==> src/rtl/seq_pkg.sv <==
// seq_pkg: shared state encoding and default widths for the sequence stimulus blocks
package seq_pkg;
    localparam logic [1:0] IDLE  = 2'd0;
    localparam logic [1:0] SHIFT = 2'd1;
    localparam logic [1:0] FIN   = 2'd2;
    typedef enum logic [1:0] {
        S_IDLE  = IDLE,
        S_SHIFT = SHIFT,
        S_FIN   = FIN
    } state_t;
    localparam int DEF_DATA_W = 16;
    localparam int DEF_LEN_W  = 5;
    localparam int DEF_DIV_W  = 8;
endpackage

==> src/rtl/seq_stim_tx_if.sv <==
// seq_stim_tx_if: control/pattern inputs and serial/handshake outputs of seq_stim_tx
interface seq_stim_tx_if #(
    parameter int DATA_W = seq_pkg::DEF_DATA_W,
    parameter int LEN_W  = seq_pkg::DEF_LEN_W,
    parameter int DIV_W  = seq_pkg::DEF_DIV_W
);
    logic              start;
    logic              abort;
    logic [DATA_W-1:0] data;
    logic [LEN_W-1:0]  len;
    logic [DIV_W-1:0]  bit_div;
    logic              rpt;
    logic              x1;
    logic              bit_strobe;
    logic              busy;
    logic              done;
    logic              wrap;
    modport master (
        output start, abort, data, len, bit_div, rpt,
        input  x1, bit_strobe, busy, done, wrap
    );
    modport slave (
        input  start, abort, data, len, bit_div, rpt,
        output x1, bit_strobe, busy, done, wrap
    );
endinterface

==> src/rtl/seq_stim_tx_bit_timer.sv <==
// bit_timer: loadable down-counter; tc is high while the count sits at zero
module bit_timer #(
    parameter int DIV_W = seq_pkg::DEF_DIV_W
) (
    input  logic             clk,
    input  logic             rst,
    input  logic             load,
    input  logic [DIV_W-1:0] div,
    output logic             tc
);
    logic [DIV_W-1:0] cnt;
    always_ff @(posedge clk or posedge rst) begin
        if (rst) cnt <= '0;
        else if (load) cnt <= div;
        else if (cnt != '0) cnt <= cnt - DIV_W'(1);
    end
    assign tc = cnt == '0;
endmodule

==> src/rtl/seq_stim_tx.sv <==
// seq_stim_tx: shifts a captured pattern out MSB-first on x1, each bit held bit_div+1 cycles
module seq_stim_tx
    import seq_pkg::*;
#(
    parameter int DATA_W = DEF_DATA_W,
    parameter int LEN_W  = DEF_LEN_W,
    parameter int DIV_W  = DEF_DIV_W
) (
    input logic          clk,
    input logic          rst,
    seq_stim_tx_if.slave bus
);
    localparam int IDX_W = DATA_W > 1 ? $clog2(DATA_W) : 1;
    state_t            state;
    logic [DATA_W-1:0] sh_data;
    logic [IDX_W-1:0]  sh_top;
    logic [DIV_W-1:0]  sh_div;
    logic              sh_rpt;
    logic [IDX_W-1:0]  idx;
    logic [IDX_W-1:0]  idx_dn;
    logic [LEN_W-1:0]  len_c;
    logic [IDX_W-1:0]  top_in;
    logic              tc;
    logic              tm_load;
    logic [DIV_W-1:0]  tm_div;
    assign len_c   = bus.len > LEN_W'(DATA_W) ? LEN_W'(DATA_W) : bus.len;
    assign top_in  = IDX_W'(len_c - LEN_W'(1));
    assign idx_dn  = idx - IDX_W'(1);
    // Timer tracks the live bit_div while idle so the first bit gets the right period
    assign tm_load = state != S_SHIFT || tc;
    assign tm_div  = state == S_IDLE ? bus.bit_div : sh_div;
    bit_timer #(.DIV_W(DIV_W)) u_timer (
        .clk (clk),
        .rst (rst),
        .load(tm_load),
        .div (tm_div),
        .tc  (tc)
    );
    always_ff @(posedge clk or posedge rst) begin
        if (rst) begin
            state          <= S_IDLE;
            sh_data        <= '0;
            sh_top         <= '0;
            sh_div         <= '0;
            sh_rpt         <= 1'b0;
            idx            <= '0;
            bus.x1         <= 1'b0;
            bus.bit_strobe <= 1'b0;
            bus.busy       <= 1'b0;
            bus.done       <= 1'b0;
            bus.wrap       <= 1'b0;
        end else begin
            bus.bit_strobe <= 1'b0;
            bus.done       <= 1'b0;
            bus.wrap       <= 1'b0;
            case (state)
                S_IDLE: if (bus.start && !bus.abort) begin
                    sh_data <= bus.data;
                    sh_top  <= top_in;
                    sh_div  <= bus.bit_div;
                    sh_rpt  <= bus.rpt;
                    if (len_c == '0) begin
                        state    <= S_FIN;
                        bus.done <= 1'b1;
                    end else begin
                        state          <= S_SHIFT;
                        idx            <= top_in;
                        bus.x1         <= bus.data[top_in];
                        bus.busy       <= 1'b1;
                        bus.bit_strobe <= 1'b1;
                    end
                end
                S_SHIFT: if (bus.abort) begin
                    state    <= S_IDLE;
                    bus.x1   <= 1'b0;
                    bus.busy <= 1'b0;
                end else if (tc) begin
                    if (idx != '0) begin
                        idx            <= idx_dn;
                        bus.x1         <= sh_data[idx_dn];
                        bus.bit_strobe <= 1'b1;
                    end else if (sh_rpt) begin
                        idx            <= sh_top;
                        bus.x1         <= sh_data[sh_top];
                        bus.bit_strobe <= 1'b1;
                        bus.wrap       <= 1'b1;
                    end else begin
                        state    <= S_FIN;
                        bus.x1   <= 1'b0;
                        bus.busy <= 1'b0;
                        bus.done <= 1'b1;
                    end
                end
                default: state <= S_IDLE;
            endcase
        end
    end
endmodule

==> src/flat_wrapper.sv <==
// flat-port wrapper written by rule: the top's interface ports become plain ports
module seq_stim_tx_flat import seq_pkg::*;
#(
    parameter int DATA_W = DEF_DATA_W,
    parameter int LEN_W  = DEF_LEN_W,
    parameter int DIV_W  = DEF_DIV_W
)
  (clk, rst, bus_start, bus_abort, bus_data, bus_len, bus_bit_div, bus_rpt, bus_x1, bus_bit_strobe, bus_busy, bus_done, bus_wrap);
  seq_stim_tx_if #(.DATA_W(DATA_W), .LEN_W(LEN_W), .DIV_W(DIV_W)) bus_i ();
  input logic clk;
  input logic rst;
  input wire logic [$bits(bus_i.start)-1:0] bus_start;
  input wire logic [$bits(bus_i.abort)-1:0] bus_abort;
  input wire logic [$bits(bus_i.data)-1:0] bus_data;
  input wire logic [$bits(bus_i.len)-1:0] bus_len;
  input wire logic [$bits(bus_i.bit_div)-1:0] bus_bit_div;
  input wire logic [$bits(bus_i.rpt)-1:0] bus_rpt;
  output wire logic [$bits(bus_i.x1)-1:0] bus_x1;
  output wire logic [$bits(bus_i.bit_strobe)-1:0] bus_bit_strobe;
  output wire logic [$bits(bus_i.busy)-1:0] bus_busy;
  output wire logic [$bits(bus_i.done)-1:0] bus_done;
  output wire logic [$bits(bus_i.wrap)-1:0] bus_wrap;
  assign bus_i.start = bus_start;
  assign bus_i.abort = bus_abort;
  assign bus_i.data = bus_data;
  assign bus_i.len = bus_len;
  assign bus_i.bit_div = bus_bit_div;
  assign bus_i.rpt = bus_rpt;
  assign bus_x1 = bus_i.x1;
  assign bus_bit_strobe = bus_i.bit_strobe;
  assign bus_busy = bus_i.busy;
  assign bus_done = bus_i.done;
  assign bus_wrap = bus_i.wrap;
  seq_stim_tx #(.DATA_W(DATA_W), .LEN_W(LEN_W), .DIV_W(DIV_W)) u_core (.clk(clk), .rst(rst), .bus(bus_i));
endmodule
==> config.mk <==
export PLATFORM = sky130hd
export DESIGN_NAME = seq_stim_tx_flat
export DESIGN_NICKNAME = d
export VERILOG_FILES = /design/src/rtl/seq_pkg.sv /design/src/rtl/seq_stim_tx_if.sv /design/src/rtl/seq_stim_tx_bit_timer.sv /design/src/rtl/seq_stim_tx.sv /design/src/flat_wrapper.sv
export SDC_FILE = /design/constraint.sdc
export NUM_CORES = 1
export LEC_CHECK = 0
export CAP_MARGIN = 0
export CELL_PAD_IN_SITES_DETAIL_PLACEMENT = 1
export CELL_PAD_IN_SITES_GLOBAL_PLACEMENT = 1
export CORE_UTILIZATION = 39
export CTS_CLUSTER_DIAMETER = 60
export DETAILED_ROUTE_END_ITERATION = 16
export GPL_TIMING_DRIVEN = 0
export PLACE_DENSITY_LB_ADDON = 0.1
export SYNTH_ARGS = -nofsm -noshare
export SYNTH_HDL_FRONTEND = slang
export SYNTH_SLANG_ARGS = --single-unit
==> constraint.sdc <==
create_clock -name clk -period 2.4 [get_ports clk]
set_clock_uncertainty 0.1 [all_clocks]
set_input_delay 0.48 -clock clk [delete_from_list [all_inputs] [get_ports clk]]
set_output_delay 0.48 -clock clk [all_outputs]
set_load 0.03 [all_outputs]
==> summary.md, run 1 <==
| Metric | Value |
|---|---|
| Power Density | `828.4 mW/mm²` |
| Synth area leaders | `dfrtp_1, mux2_2, mux4_2` |
| Synth warn | `0` |
| Die Y-Extent | `86.20 µm` |
| Total routed wirelength | `6729 µm` |
| Die width | `86.20 µm` |
| Worst relative slew slack | `0.6043` |
| Initial antenna violation count | `0` |
| Fraction of layout cells with a size suffix above 1 | `0.2557` |
| ANT cells | `0` |
| Tmin final | `2.285 ns` |
| Cell area after synthesis | `0.002765 mm²` |
| Clk_lat worst skew | `0.30 ns` |
| Area of the die | `0.007430 mm²` |
| Reg2reg setup slack | `0.14 ns` |
| Synth top cells by count | `dfrtp_1, mux2_2, nor2_1` |
| Crit path launch type | `input port` |
| Fin area | `0.003540 mm²` |
| Layout Nets | `343` |
| Hold_ws | `0.3326 ns` |
| RSZ-0062 raised after global routing | `no` |
| Post-DP HPWL | `5055 µm` |
| CTS tree | `done` |
| Maximum clock rate | `437.6 MHz` |
| DRC Markers | `0` |
| Sequential fraction of the synthesis area | `0.4344` |
| DR iter-0 viols | `72` |
| Routability Congestion | `0.8280` |
| Final max-slew violation count | `0` |
| Cells after Synth | `252` |
| CP Class | `in2reg` |
| CTS root buf | `clkbuf_8` |
| Num ports | `39` |
| Pre-CTS WS | `-1.024 ns` |
| Global router's overall resource usage | `0.1994` |
| Pre-antenna DRT Iters | `4` |
| EDFF count, synth | `0` |
| Post-synth ARST share | `1.000` |
| Total power | `0.002932 W` |
| Grt ovf | `0` |
| Largest net degree at the start of global routing | `38` |
| Final Hold Vio Count | `0` |
| Starting density of the core | `0.4048` |
| Primary FF master, synth | `dfrtp_1` |
| Most frequent cell after synthesis | `dfrtp_1` |
| Area after DPL | `0.003286 mm²` |
| # hold bufs at CTS | `0` |
| Flops & latches, synth | `48` |
| Via count | `2,121` |
| CTS buffer count | `5` |
| Clock transition at path regs | `0.09 ns` |
| IO buf count | `38` |
| Synth cell types | `46` |
| Num Clock Sinks | `48` |
| Endpoints failing setup | `0` |
| Antenna violation net count after detailed routing | `0` |
| Most area-hungry cell type in the Yosys netlist | `dfrtp_1` |
| Number of global-route vias before repair | `2,252` |
| Worst setup margin | `0.1148 ns` |
| Synth Area per Inst | `10.97 µm²` |
| Pleak | `1.466 nW` |
| Fin crit share | `0.9521` |
| Peak supply drop | `0.3046 mV` |
| Crit-path max FO | `6` |
| FP Rows | `30` |
| Vias per std cell | `5.289` |
| Core area | `0.006832 mm²` |
| Status | `finished clean` |
| Post-Route Utilization | `0.5181` |
| Maxcap violations | `0` |
| Measured slew at the worst slew-check pin | `0.5935 ns` |
| Hold crit path type | `in2async` |
| Filler cell count | `765` |
| H-tree levels | `2` |
| CP endpoint kind | `flip-flop` |
| Wire per inst | `16.78 µm` |
| Synthesis-to-finish area growth | `28.01%` |
| Top-area cell type share of the netlist area | `0.4344` |
| Post-synth net total | `291` |
| Crit path required time | `2.49 ns` |
| CP arrival | `2.37 ns` |
| First-pass GRT wire length | `11,180 µm` |
| CTS Buffer Depth | `2` |
## final cells by class
type	count	area, µm²	share of cell area
Buffer	10	52.55	0.01485
Sequential cell	48	1202	0.3397
Multi-Input combinational cell	184	1572	0.4440
Tap cell	96	120.1	0.03393
Clock buffer	5	68.82	0.01944
Timing Repair Buffer	45	444.2	0.1255
Inverter	10	37.54	0.01060
Clock inverter	3	42.54	0.01202
## timing repair
action / CTS / global route
pin swaps: 0 / 3
gates resized for setup: 15 / 6
endpoints found under the setup margin: 14 / 4
setup buffers: 1 / 5
## state kept, by name, indices dropped and copies added (netlist names)
signal / cells
u_core.sh_data: 16
u_core.sh_div: 8
u_core.u_timer.cnt: 8
u_core.idx: 4
u_core.sh_top: 4
u_core.state: 2
u_core.bus.bit_strobe: 1
u_core.bus.busy: 1
u_core.bus.done: 1
u_core.bus.wrap: 1
u_core.bus.x1: 1
u_core.sh_rpt: 1
## layout by cell type (no fill, tap or decap), types with 6 or more instances in the layout
master           netlist  layout
mux4_2                 8       8
inv_1                 10       9
mux2i_1               11      11
dfrtp_1               48      47
nor2_1                19      19
a21oi_1               13      13
buf_2                  6       6
o21ai_0               12      12
nand2b_1               9       9
buf_4                  0       6
mux2_2                28      28
nand2_1               18      18
clkdlybuf4s50_1        0      34
## report_power, final
group          switching, W  internal [W]  total (W)
Clock              0.000283      0.000309   0.000592
Combinational      0.000555      0.000619    0.00117
Sequential         0.000169      0.000997    0.00117
Total               0.00101       0.00192    0.00293
## worst max-delay path, stage by stage
cell and delay (ns):
dlygate4sd2_1 0.30, nor2b_2 0.15, inv_1 0.09, ha_4 0.22, xor2_4 0.21, mux2_2 0.37
a21oi_1 0.15, o21ai_0 0.11, a21oi_1 0.18, o31ai_1 0.10
## worst paths after layout
kind	from	to	cells past startpoint
min	rst	u_core.sh_div[6]	2
max in group asynchronous	rst	u_core.idx[0]	3
min reg2reg	u_core.u_timer.cnt[0]	u_core.u_timer.cnt[0]	1
max reg2reg	u_core.idx[0]	u_core.bus.x1	8
max	bus_len[4]	u_core.bus.x1	10
min in group clk	u_core.u_timer.cnt[0]	u_core.u_timer.cnt[0]	1
## metrics by stage
stage               instances  TNS [ns]
global placement          386    -29.75
detailed placement        387    -13.58
global route              401         0
finish                    401         0
CTS                       396         0
floorplan                 252         0
## cell families after synthesis
logic type / share of synthesized area
AOI/OAI and AO/OA: 0.1172
DFF: 0.4344
and+or+nand+nor: 0.1425
buffers and inverters: 0.03258
xor gates and xnor gates: 0.03168
adders and majority gates: 0.02262
muxes: 0.2190
## per-layer routing
layer | vias up | track usage | wire [µm]
met2 | 35 | 0.3182 | 3161
met5 | - | 0 | 0
li1 | 1012 | - | -
met1 | 1069 | 0.2843 | 3343
met3 | 5 | 0.03238 | 171
met4 | 0 | 0.05000 | 53
No activity file was read; power rests on OpenSTA's default activity.
==> run 2, diff against run 1 <==
Settings changed: CTS_CLUSTER_SIZE set to 16, PLACE_DENSITY set to 0.8, PLACE_DENSITY_LB_ADDON 0.1 to unset, SLEW_MARGIN set to 20.
==> run 2 against run 1 <==
  * Count of clock-buffer cells in the layout rose by 1
  * Critical path type unchanged
  * Clock power is essentially flat
  * Routed wire length increased by 2.1%
  * Sequential power hardly changed
  * Largest cell class unchanged
  * Cell count is 1.2% lower
  * Hold slack better by 0.063 ns
  * Critical endpoint unchanged
  * Total power is 0.98% lower
  * Critical path depth down 1
==> summary.md, run 2 (synthesized netlist as in run 1, its figures left out) <==
| Metric | Value |
|---|---|
| RSZ-0062 raised after global routing | `yes` |
| Fin crit share | `0.9980 (+0.04588)` |
| Internal power | `0.001900 W (-1.2%)` |
| Num ports | `39 (unchanged)` |
| CTS tree | `done` |
| Status | `finished clean` |
| H-tree levels | `2 (unchanged)` |
| Fraction of layout cells with a size suffix above 1 | `0.2367 (-0.01907)` |
| Pre-antenna DRT Iters | `4 (unchanged)` |
| Power Density | `838.0 mW/mm² (+1.2%)` |
| IO buf count | `38 (unchanged)` |
| Routed met2 length | `3427 µm (+8.4%)` |
| Hold_ws | `0.3955 ns (+0.06291 ns)` |
| Switching pwr | `0.001003 W (-0.48%)` |
| Routability Congestion | `0.8292 (+0.14%)` |
| Largest net degree at the start of global routing | `30 (-21%)` |
| Measured slew at the worst slew-check pin | `0.6264 ns (+0.03295 ns)` |
| Via count | `2,180 (+2.8%)` |
| Number of global-route vias before repair | `2,306 (+2.4%)` |
| Num Clock Sinks | `48 (unchanged)` |
| CP Class | `in2reg` |
| CP endpoint kind | `flip-flop` |
| Final Hold Vio Count | `0 (unchanged)` |
| Fin area | `0.003465 mm² (-2.1%)` |
| Crit path buffers/inverters | `1 (-1)` |
| CP arrival | `2.48 ns (+0.11 ns)` |
| Wire per inst | `17.35 µm (+3.4%)` |
| Clk_lat worst skew | `0.30 ns (about the same)` |
| Hold crit path type | `in2async` |
| Routed length on met3 | `188 µm (+9.9%)` |
| Endpoints failing setup | `0 (unchanged)` |
| First-pass GRT wire length | `11,640 µm (+4.1%)` |
| Tmin final | `2.395 ns (+0.1101 ns)` |
| Area of the die | `0.007430 mm² (unchanged)` |
| Finished Layout Cells | `396 (-1.2%)` |
| Grt ovf | `0 (unchanged)` |
| Crit-path max FO | `5 (-1)` |
| Pleak | `1.421 nW (-3.1%)` |
| Clk network pwr share | `0.203 (about the same)` |
| Combinational share of power | `0.392 (-0.008)` |
| Area after DPL | `0.003286 mm² (unchanged)` |
| Wire length on met1 | `3177 µm (-5.0%)` |
| CTS Buffer Depth | `2 (unchanged)` |
| Antenna violation net count after detailed routing | `0 (unchanged)` |
| Max reg flops | `16 (unchanged)` |
| Crit-path leading delay family | `compound AO/OA/AOI/OAI gates` |
| Post-DP HPWL | `5129 µm (+1.5%)` |
| CTS root buf | `clkbuf_8` |
| Worst stage delay on the critical path | `0.53 ns (+0.16 ns)` |
| Peak supply drop | `0.3666 mV (+20%)` |
| Core area | `0.006832 mm² (unchanged)` |
| Starting density of the core | `0.4048 (unchanged)` |
| Cell breakdown of the critical path | `clkdlybuf4s50_1 > nand2b_1 > ha_4 > xor2_2 > mux2_2 > a21oi_1 > o21ai_0 > a21oi_1 > o31ai_1` |
| Vias per std cell | `5.505 (+4.1%)` |
| Placed Cells | `387 (unchanged)` |
| Initial antenna violation count | `0 (unchanged)` |
| Crit path launch type | `input port` |
| Top Layer Used | `met4` |
| Filler cell count | `758 (-0.92%)` |
| Pre-CTS WS | `-0.8965 ns (+0.1277 ns)` |
| Total routed wirelength | `6871 µm (+2.1%)` |
| Layout Nets | `338 (-1.5%)` |
| Maxcap violations | `0 (unchanged)` |
| Clock transition at path regs | `0.09 ns (about the same)` |
| Sw frac | `0.3454 (+0.001751)` |
| Seq pwr share | `0.405 (+0.007)` |
| DR iter-0 viols | `96 (+33%)` |
| Worst relative slew slack | `0.5824 (-0.02197)` |
| Die width | `86.20 µm (unchanged)` |
| Final max-slew violation count | `0 (unchanged)` |
| TNS Setup | `0 ns (unchanged)` |
| FP Rows | `30 (unchanged)` |
| Global router's overall resource usage | `0.2027 (+0.003292)` |
| CTS buffer count | `5 (unchanged)` |
| Biggest regs | `u_core.sh_data x16, u_core.sh_div x8, u_core.u_timer.cnt x8` |
| Most frequent CP cell | `a21oi_1` |
| ANT cells | `0 (unchanged)` |
| Commonest cells after routing, fill and taps aside | `dfrtp_1, clkdlybuf4s50_1, mux2_2, nor2_1, nand2_1` |
| Worst setup margin | `0.004728 ns (-0.1101 ns)` |
| Maximum clock rate | `417.5 MHz (-4.6%)` |
| Most common cell after layout, fill and taps aside | `dfrtp_1` |
| Crit path required time | `2.49 ns (about the same)` |
| Synthesis-to-finish area growth | `25.29%` |
| Top reg by flops | `u_core.sh_data` |
| DRC Markers | `0 (unchanged)` |
| Die Y-Extent | `86.20 µm (unchanged)` |
| # hold bufs at CTS | `0 (unchanged)` |
| CP max-delay cell | `clkdlybuf4s50_1` |
==> run 2: cell count changes in the layout (fill, tap and decap cells not counted), sizes merged <==
cell	before	now
clkdlybuf4s50	34	36
clkbuf	9	10
buf	14	9
clkinvlp	1	0
dlymetal6s2s	2	0
==> run 2: worst paths after layout <==
path,slack [ns],start,cells past startpoint,endpoint
max in group asynchronous,1.28,rst,3,u_core.idx[0]
max reg2reg,0.02,u_core.idx[0],8,u_core.bus.x1
min reg2reg,0.40,u_core.u_timer.cnt[0],1,u_core.u_timer.cnt[0]
max,0.005,bus_len[1],9,u_core.bus.x1
min in group clk,0.40,u_core.u_timer.cnt[0],1,u_core.u_timer.cnt[0]
min,0.40,rst,2,u_core.u_timer.cnt[3]
==> run 2: area by class of cell <==
| type | instances | area, µm² | share of cell area |
|---|---|---|---|
| buffer | 10 | 52.55 | 0.01517 |
| clock buffer | 6 | 72.57 | 0.02095 |
| clock inverter | 2 | 35.03 | 0.01011 |
| inverter | 10 | 37.54 | 0.01083 |
| multi-input combinational | 184 | 1543 | 0.4453 |
| sequential | 48 | 1202 | 0.3471 |
| tap | 96 | 120.1 | 0.03467 |
| timing repair buffer | 40 | 401.6 | 0.1159 |
==> run 2: layer usage <==
layer,track usage,up-vias
li1,-,1009
met1,0.2759,1123
met2,0.3420,42
met3,0.02571,6
met4,0.05606,0
met5,0,-
==> run 2: power groups by stage <==
stage          combinational, W  clock, W  sequential [W]
6_report                0.00114  0.000590         0.00118
5_1_grt                 0.00126  0.000631         0.00120
2_1_floorplan          0.000778         0         0.00115
4_1_cts                 0.00113  0.000594         0.00118
3_5_place_dp            0.00107         0         0.00119
3_3_place_gp            0.00103         0         0.00117
==> run 2: metrics by stage <==
stage | power [W] | util
final | 0.002903 | 0.5071
after global placement | 0.002207 | 0.4780
after detailed placement | 0.002256 | 0.4810
after floorplan | 0.001932 | -
after global routing | 0.003090 | 0.5071
after CTS | 0.002904 | 0.5057
==> run 2: what timing repair did <==
| item | in CTS | in global routing |
|---|---|---|
| cloned | 0 | 0 |
| setup endpoints to repair | 10 | 24 |
| pin swaps | 1 | 1 |
| setup buffers | 1 | 0 |
| resized for setup | 12 | 4 |
